$ cat src/rtl/servo_slew_pwm_if.sv
// Servo drive channel bundle: target request, slew controls and PWM/status outputs.
//   target_valid / target_pw : one-cycle strobe and requested pulse width (cycles)
//   step                     : max change of cur_pw per frame, 0 = jump to target
//   hold                     : freeze cur_pw at frame boundaries while high
//   pwm_out                  : registered servo PWM output
//   cur_pw                   : pulse width in effect for the current frame
//   busy                     : high while cur_pw differs from target (one-cycle lag)
//   frame_start              : one-cycle pulse in the first cycle of each frame
interface servo_slew_pwm_if #(
  parameter int unsigned PW_W = 18
);

  logic            target_valid;
  logic [PW_W-1:0] target_pw;
  logic [PW_W-1:0] step;
  logic            hold;
  logic            pwm_out;
  logic [PW_W-1:0] cur_pw;
  logic            busy;
  logic            frame_start;

  // Register-block side: issues targets and slew controls, observes status.
  modport master (
    output target_valid, target_pw, step, hold,
    input  pwm_out, cur_pw, busy, frame_start
  );

  // Drive-stage side.
  modport slave (
    input  target_valid, target_pw, step, hold,
    output pwm_out, cur_pw, busy, frame_start
  );

endinterface

$ cat src/rtl/servo_slew_pwm.sv
// Per-axis servo drive stage. Clamps the requested pulse width into
// [MIN_PW, MAX_PW], slews the active width toward it by at most `step`
// once per PWM frame, and drives a glitch-free PWM whose width only
// changes at frame boundaries.
// Ports:
//   PCLK    : clock
//   PRESERN : asynchronous active-low reset
//   sif     : servo_slew_pwm_if.slave (target strobe, step, hold in;
//             pwm_out, cur_pw, busy, frame_start out)
module servo_slew_pwm #(
  parameter int unsigned PW_W   = 18,
  parameter int unsigned CNT_W  = 21,
  parameter int unsigned PERIOD = 2000000,
  parameter int unsigned MIN_PW = 60000,
  parameter int unsigned MAX_PW = 240000
) (
  input  logic             PCLK,
  input  logic             PRESERN,
  servo_slew_pwm_if.slave  sif
);

  localparam int unsigned CMP_W = (CNT_W > PW_W) ? CNT_W : PW_W;

  localparam logic [CNT_W-1:0] CNT_LAST = CNT_W'(PERIOD - 1);
  localparam logic [PW_W-1:0]  PW_MIN   = PW_W'(MIN_PW);
  localparam logic [PW_W-1:0]  PW_MAX   = PW_W'(MAX_PW);

  typedef enum logic [1:0] {
    IDLE      = 2'b00,
    RAMP_UP   = 2'b01,
    RAMP_DOWN = 2'b10
  } state_t;

  state_t           state;
  state_t           state_nxt;

  logic [CNT_W-1:0] cnt;
  logic [PW_W-1:0]  target;
  logic [PW_W-1:0]  cur_pw_q;
  logic             pwm_q;
  logic             frame_start_q;

  logic             wrap_c;
  logic [PW_W-1:0]  target_clamp_c;
  logic [PW_W:0]    diff_c;
  logic [PW_W-1:0]  cur_pw_nxt_c;

  assign sif.cur_pw      = cur_pw_q;
  assign sif.pwm_out     = pwm_q;
  assign sif.frame_start = frame_start_q;
  // busy is a decode of the state register alone, so it lags equality by one cycle.
  assign sif.busy        = (state != IDLE);

  // Last cycle of the frame; the boundary edge for slewing.
  assign wrap_c = (cnt == CNT_LAST);

  // Clamp the incoming request into the legal range.
  always_comb begin
    target_clamp_c = sif.target_pw;
    if (sif.target_pw < PW_MIN) begin
      target_clamp_c = PW_MIN;
    end else if (sif.target_pw > PW_MAX) begin
      target_clamp_c = PW_MAX;
    end
  end

  // Distance to target as an unsigned magnitude one bit wider than the operands.
  always_comb begin
    diff_c = '0;
    if (target >= cur_pw_q) begin
      diff_c = {1'b0, target} - {1'b0, cur_pw_q};
    end else begin
      diff_c = {1'b0, cur_pw_q} - {1'b0, target};
    end
  end

  // Bounded step toward target at the frame boundary; the last step is
  // truncated onto target so cur_pw never overshoots or leaves the range.
  always_comb begin
    cur_pw_nxt_c = cur_pw_q;
    if (wrap_c && !sif.hold) begin
      if ((sif.step == '0) || (diff_c <= {1'b0, sif.step})) begin
        cur_pw_nxt_c = target;
      end else if (target > cur_pw_q) begin
        cur_pw_nxt_c = cur_pw_q + sif.step;
      end else begin
        cur_pw_nxt_c = cur_pw_q - sif.step;
      end
    end
  end

  // Frame counter, target capture, slewed width and PWM output.
  always_ff @(posedge PCLK or negedge PRESERN) begin
    if (!PRESERN) begin
      cnt           <= '0;
      target        <= PW_MIN;
      cur_pw_q      <= PW_MIN;
      pwm_q         <= 1'b0;
      frame_start_q <= 1'b0;
    end else begin
      cnt           <= wrap_c ? '0 : cnt + CNT_W'(1);
      frame_start_q <= wrap_c;
      // Compare uses the width in effect this cycle, so pwm_out is high for
      // exactly cur_pw cycles of the frame, one cycle behind the counter.
      pwm_q         <= (CMP_W'(cnt) < CMP_W'(cur_pw_q));
      cur_pw_q      <= cur_pw_nxt_c;
      if (sif.target_valid) begin
        target <= target_clamp_c;
      end
    end
  end

  // State register.
  always_ff @(posedge PCLK or negedge PRESERN) begin
    if (!PRESERN) begin
      state <= IDLE;
    end else begin
      state <= state_nxt;
    end
  end

  // Ramp direction from the registered target/cur_pw; may flip directly on retarget.
  always_comb begin
    state_nxt = IDLE;
    case (state)
      IDLE, RAMP_UP, RAMP_DOWN: begin
        if (target > cur_pw_q) begin
          state_nxt = RAMP_UP;
        end else if (target < cur_pw_q) begin
          state_nxt = RAMP_DOWN;
        end else begin
          state_nxt = IDLE;
        end
      end
      default: state_nxt = IDLE;
    endcase
  end

endmodule

$ cat src/flat_wrapper.sv
// flat-port wrapper written by rule: the top's interface ports become plain ports
module servo_slew_pwm_flat 
#(
  parameter int unsigned PW_W   = 18,
  parameter int unsigned CNT_W  = 21,
  parameter int unsigned PERIOD = 2000000,
  parameter int unsigned MIN_PW = 60000,
  parameter int unsigned MAX_PW = 240000
)
  (PCLK, PRESERN, sif_target_valid, sif_target_pw, sif_step, sif_hold, sif_pwm_out, sif_cur_pw, sif_busy, sif_frame_start);
  servo_slew_pwm_if #(.PW_W(PW_W)) sif_i ();
  input  logic PCLK;
  input  logic PRESERN;
  input wire logic [$bits(sif_i.target_valid)-1:0] sif_target_valid;
  input wire logic [$bits(sif_i.target_pw)-1:0] sif_target_pw;
  input wire logic [$bits(sif_i.step)-1:0] sif_step;
  input wire logic [$bits(sif_i.hold)-1:0] sif_hold;
  output wire logic [$bits(sif_i.pwm_out)-1:0] sif_pwm_out;
  output wire logic [$bits(sif_i.cur_pw)-1:0] sif_cur_pw;
  output wire logic [$bits(sif_i.busy)-1:0] sif_busy;
  output wire logic [$bits(sif_i.frame_start)-1:0] sif_frame_start;
  assign sif_i.target_valid = sif_target_valid;
  assign sif_i.target_pw = sif_target_pw;
  assign sif_i.step = sif_step;
  assign sif_i.hold = sif_hold;
  assign sif_pwm_out = sif_i.pwm_out;
  assign sif_cur_pw = sif_i.cur_pw;
  assign sif_busy = sif_i.busy;
  assign sif_frame_start = sif_i.frame_start;
  servo_slew_pwm #(.PW_W(PW_W), .CNT_W(CNT_W), .PERIOD(PERIOD), .MIN_PW(MIN_PW), .MAX_PW(MAX_PW)) u_core (.PCLK(PCLK), .PRESERN(PRESERN), .sif(sif_i));
endmodule
$ cat config.mk
export PLATFORM = sky130hd
export DESIGN_NAME = servo_slew_pwm_flat
export DESIGN_NICKNAME = d
export VERILOG_FILES = /design/src/rtl/servo_slew_pwm_if.sv /design/src/rtl/servo_slew_pwm.sv /design/src/flat_wrapper.sv
export SDC_FILE = /design/constraint.sdc
export NUM_CORES = 1
export LEC_CHECK = 0
export CORE_ASPECT_RATIO = 1.1
export CORE_MARGIN = 2
export CORE_UTILIZATION = 59
export DETAILED_ROUTE_END_ITERATION = 12
export PLACE_DENSITY = 0.82
export SETUP_SLACK_MARGIN = 0.15
export SLEW_MARGIN = 25
export SYNTH_ARGS = -nofsm -noshare
export SYNTH_HDL_FRONTEND = slang
export SYNTH_SLANG_ARGS = --single-unit
$ cat constraint.sdc
create_clock -name PCLK -period 7.15 [get_ports PCLK]
set_input_delay 0.715 -clock PCLK [delete_from_list [all_inputs] [get_ports PCLK]]
set_output_delay 0.715 -clock PCLK [all_outputs]
set_load 0.03 [all_outputs]
# Yosys cells after proc, flatten, opt, wreduce, memory -nomap -nowiden
# Cells that the tools add are included.
[word_totals]
register_bits = 61
inputBits = 40
out_inout_bits = 21
word_cells = 37
[op_classes]
add_sub_neg = 5
n_lt_le_gt_ge = 7
n_eq_ne = 3
mux = 9
reduce_logical = 7
[op_table]
columns = ["operator", "n"]
rows = [
  ["two-way mux 18 bit", 4],
  ["subtractor 18 x 18 -> 19 bit", 2],
  ["adder 21 x 1 -> 21 bit (second input constant)", 1],
  ["== test 21 bit (second input constant)", 1],
  ["less-than comparator 21 x 18 -> 1 bit", 1],
  ["two-way mux 21 bit", 1],
  ["less-or-equal comparator 19 x 18 -> 1 bit", 1],
  ["two-way mux 19 bit", 1],
  ["adder 18 bit", 1],
  [">= comparator 18 bit", 1],
  ["greater-than comparator 18 bit", 1],
  ["greater-than comparator 18 bit (second input constant)", 1],
  ["logical NOT 18 bit", 1],
  ["less-than comparator 18 x 16 -> 1 bit (second input constant)", 1],
  ["less-than comparator 18 bit", 1],
  ["subtractor 18 bit", 1],
  ["two-way mux 2 bit", 3],
  ["OR reduction 3 bit", 1],
  ["== test 2 x 1 -> 1 bit (second input constant)", 1],
  ["== test 2 bit (second input constant)", 1],
  ["logical NOT 2 bit", 1],
  ["nonzero test 2 bit", 1],
  ["logical AND 1 bit", 1],
  ["logical NOT 1 bit", 1],
  ["logical OR 1 bit", 1],
]

# Depth between registers and ports, before layout
# Gate-level depths: netlist of run 1.
[depth]
ltp_word = 5
ltp_mapped = 25
mapped_depth_nobuf = 22

# Worst setup path after synthesis of run 1
# OpenSTA, ideal clock, no wires.
[synth_path]
kind = "register to register"
from = "reg u_core.cur_pw_q[14] (netlist: u_core.sif.cur_pw[14])"
to = "reg u_core.cur_pw_q[17] (netlist: u_core.sif.cur_pw[17])"
setup_ns = 0.126
arrival_time_ns = 4.960
path_slack_ns = 2.064
path_stages_with_launch = 23
path_buffers = 3
synth_period_minus_slack_ns = 5.086
path_cell_list = "dfstp_2 > inv_1 > ha_1 > buf_2 > and4_1 > buf_4 > nand3_2 > or4_4 > a21boi_0 > a31oi_1 > clkbuf_1 > a31oi_1 > xnor2_1 > ha_1 > a21o_1 > a221o_1 > a31o_2 > nor3_1 > o21ai_0 > a221o_1 > a31oi_1 > xnor2_1 > o21ai_0"
[synth_between]
elab_chain_len = 5
word_cells_on_any_way = 11
cone_classes = "add/sub (4); order compare (3); mux (3); reduce/logical (1)"
[synth_lines]
columns = ["element", "line_no", "rtl"]
rows = [
  ["start: declaration", "servo_slew_pwm.sv:39", "logic [PW_W-1:0] cur_pw_q;"],
  ["start signal: assignment", "servo_slew_pwm.sv:106", "cur_pw_q <= cur_pw_nxt_c;"],
  ["subtractor 18 x 18 -> 19 bit, or another cell as far along", "servo_slew_pwm.sv:73", "diff_c = {1'b0, cur_pw_q} - {1'b0, target};"],
  ["two-way mux 19 bit", "servo_slew_pwm.sv:70", "if (target >= cur_pw_q) begin"],
  ["less-or-equal comparator 19 x 18 -> 1 bit", "servo_slew_pwm.sv:82", "if ((sif.step == '0) || (diff_c <= {1'b0, sif.step})) begin"],
  ["logical OR 1 bit", "servo_slew_pwm.sv:82", ""],
  ["two-way mux 18 bit (*)", "servo_slew_pwm.sv:82", ""],
]
# Every way passes the cells marked *; elsewhere a longest branch is shown, timed or not.
# A chain may end at the register's enable or synchronous reset.

# Worst setup path after layout of run 1
[layout_path]
from = "reg u_core.cur_pw_q[6] (netlist: u_core.sif.cur_pw[6])"
to = "reg u_core.cur_pw_q[6] (netlist: u_core.sif.cur_pw[6])"
# Same word-level chain as after synthesis.

==> flow_summary.yaml, run 1 <==
critical_path:
  cp-endpoint: "u_core.sif.cur_pw[6]"
  end_kind: "flip-flop"
  rrSetupSlack_ps: 1030
  startpoint: "u_core.sif.cur_pw[6]"
  reg2reg_depth: 21
  critPathKind: "reg -> reg"
  cp_max_fo: 26
  cp.arrival_ps: 6360
  cp-start-kind: "flip-flop"
  r2r-start: "u_core.sif.cur_pw[6]"
  required_ps: 7390
  r2r-end: "u_core.sif.cur_pw[6]"
global_routing:
  grt_max_degree: 62
  grt_pass1_wl_mm: 31.26
  grtUsageTotal_pct: 33.75
  grt-ovfl-total: 0
  antenna_found_initial: 0
  grt_pass1_vias: 6163
yosys:
  synthFlopType: "dfrtp_1"
  syn_inst: 774
  synth_edf_count: 0
  synthArstFlopShare_pct: 100.0
  seq_area_frac_synth_pct: 23.89
  synth.cell_area_um2: 6462
  yosysUniqueCellTypes: 65
  yosysWarnings: 0
  syn_nets: 907
  avgSynthCellArea_um2: 8.349
  ys_ff_latch: 61
final_layout:
  layout_common_cells: "ha_1, nand2_1, inv_1"
  final_util_pct: 68.96
  nets: 956
  insertedDiodeCount: 0
  syn_to_final_growth_pct: 15.35
  drive_above_1_share_pct: 6.884
  layout_commonest_cell: "ha_1"
floorplanning:
  dieWidth_um: 103.8
  fp.dieH_um: 113.8
  core_um2: 10810
  row_count: 40
  start_util_pct: 59.78
  fp.dieArea_um2: 11810
  io_pins: 61
pwr:
  total_power_w: 0.001332
  p_leak_nw: 3.445
  peakVddDrop_mv: 0.1671
  power_density_nw_per_um2: 178.7
job:
  cap_violations: 0
place:
  dp_hpwl_mm: 15.39
  gp_congestion: 0.9722
  io_buffers: 60
  dp_slack_ps: 1186
sta:
  setup_viol: 0
  finalMaxSlewViolations: 0
  clock.fmax_mhz: 163.4
  layout_min_cycle_time_ps: 6118
  rsz0062_at_grt: "no"
  tns_ps: 0
  finalHoldViolCount: 0
  slew_headroom_pct: 43.70
  fin_ws_ps: 1032
  worstMarginPinSlew_ps: 841.9
  fin_crit_sh_pct: 85.57
  fin_worst_skew_ps: 10.45
detailed_routing:
  drtIter0Drc: 457
  wire_per_inst_um: 20.06
  viasPerCell: 6.270
  drt_pre_antenna_iters: 5
  post-route-drc-count: 0
  vias: 6113
  antenna_left: 0
  drt-total-wl_mm: 19.56
clock_tree:
  ctsHoldBuffers: 0
  htreeDepth: 3
  cts_resized: 0
  clk_pin_slew_ps: 60
  clockBufferDepth: 2
  cts_made_buffers: 9
  cts_tree: "built"
  post_cts_buffers: 0
  root_buffer: "clkbuf_16"
  cts.sinks: 61
  clk_latency_ps: 340
min_path:
  hp-class: "reg -> reg"
  hold_depth: 1
status:
  status: "complete, no violations"
==> metal layers <==
metal / part of all wire [%] / global-route usage (%) / up-vias
met5: 0 / 0 / -
met2: 47 / 57.88 / 266
li1: - / - / 2855
met4: 3.9 / 15.05 / 0
met3: 6.6 / 5.657 / 51
met1: 42 / 42.14 / 2941
==> worst max-delay path, stage by stage, from the launching register on <==
cell and delay (ps):
dfstp_2 590, inv_1 100, ha_1 450, a211oi_1 260, o21bai_1 190, nor4_1 310, a21oi_1 190, o21ai_4 740
mux2i_1 310, a31o_2 340, a21oi_1 220, xnor2_1 120, ha_1 310, nand4_1 140, nor2_1 240, o31ai_1 160
o2111ai_1 140, o221ai_1 160, a32oi_2 180, buf_4 370, mux2i_1 330, o21ai_0 120
==> cell usage after synthesis (all sizes together) (3+ instances only) <==
library cell	number	area, um^2
a211oi	3	22.52
a21boi	4	30.03
a21o	36	270.3
a21oi	54	270.3
a221o	4	40.04
a31o	4	35.03
a31oi	9	56.30
and3	6	37.54
and4	3	26.28
buf	14	86.33
clkbuf	13	48.80
dfrtp	47	1176
dfstp	14	367.9
fa	3	60.06
ha	90	1126
inv	66	247.7
mux2	6	71.31
mux2i	23	230.2
nand2	71	266.5
nand2b	6	37.54
nand3	19	100.1
nand4	15	93.84
nor2	51	191.4
nor2b	11	68.82
nor3	8	40.04
nor4	8	50.05
o2111ai	3	26.28
o21a	9	67.56
o21ai	53	276.5
o21bai	7	52.55
o22ai	5	31.28
o31ai	6	45.04
xnor2	46	402.9
xor2	19	166.4
==> where the power goes <==
group | internal, W | switching, W
registers | 0.000362 | 0.0000135
clock network | 0.000271 | 0.000173
logic | 0.000219 | 0.000294
==> kinds of logic after synthesis <==
group / share of synthesized area, %
AO/OA/AOI/OAI: 22.34
AND/OR/NAND/NOR: 16.01
buffers and inverters: 5.925
adder cells (fa/ha/maj): 18.35
XOR/XNOR: 8.809
flip-flops: 23.89
multiplexers: 4.666
==> sequential cells by signal, summed over array words and instances, names as in the netlist <==
register,flops
u_core.cnt,21
u_core.sif.frame_start,1
u_core.state,2
u_core.target,18
u_core.sif.cur_pw,18
u_core.sif.pwm_out,1
==> how the worst min path moves through the flow <==
stage / from / end / slack, ps
finish: u_core.state[1] / u_core.state[1] / 470
global route: u_core.state[1] / u_core.state[1] / 490
CTS: u_core.state[1] / u_core.state[1] / 480
detailed placement: u_core.state[1] / u_core.state[1] / 470
global placement: u_core.state[1] / u_core.state[1] / 460
floorplan: PRESERN / u_core.cnt[0] / 420
==> through the flow <==
stage,std cells,instance area (um^2),hold WS (ps)
4_1_cts,975,7452,475.3
3_3_place_gp,959,7151,464.0
6_report,975,7455,468.6
2_1_floorplan,774,6462,419.4
5_1_grt,975,7455,487.7
3_5_place_dp,959,7151,467.5
==> cell type report <==
class	instances	area [um^2]
fillers	911	3356
clock buffers	9	225.2
inverters	66	247.7
repair buffers	65	633.1
flip-flops and latches	61	1544
multi-input cells	620	4544
clock inverters	7	76.32
well taps	147	183.9
(Power assumes the default switching activity.)
==> run 2: changes to the inputs <==
--- a/config.mk
+++ b/config.mk
@@ -9,6 +9,7 @@
 export CORE_MARGIN = 2
 export CORE_UTILIZATION = 59
 export DETAILED_ROUTE_END_ITERATION = 12
+export HOLD_SLACK_MARGIN = 0.1
 export PLACE_DENSITY = 0.82
 export SETUP_SLACK_MARGIN = 0.15
 export SLEW_MARGIN = 25
==> results of run 2 <==
Same layout as run 1: the final DEF is identical, and so are final timing and power.
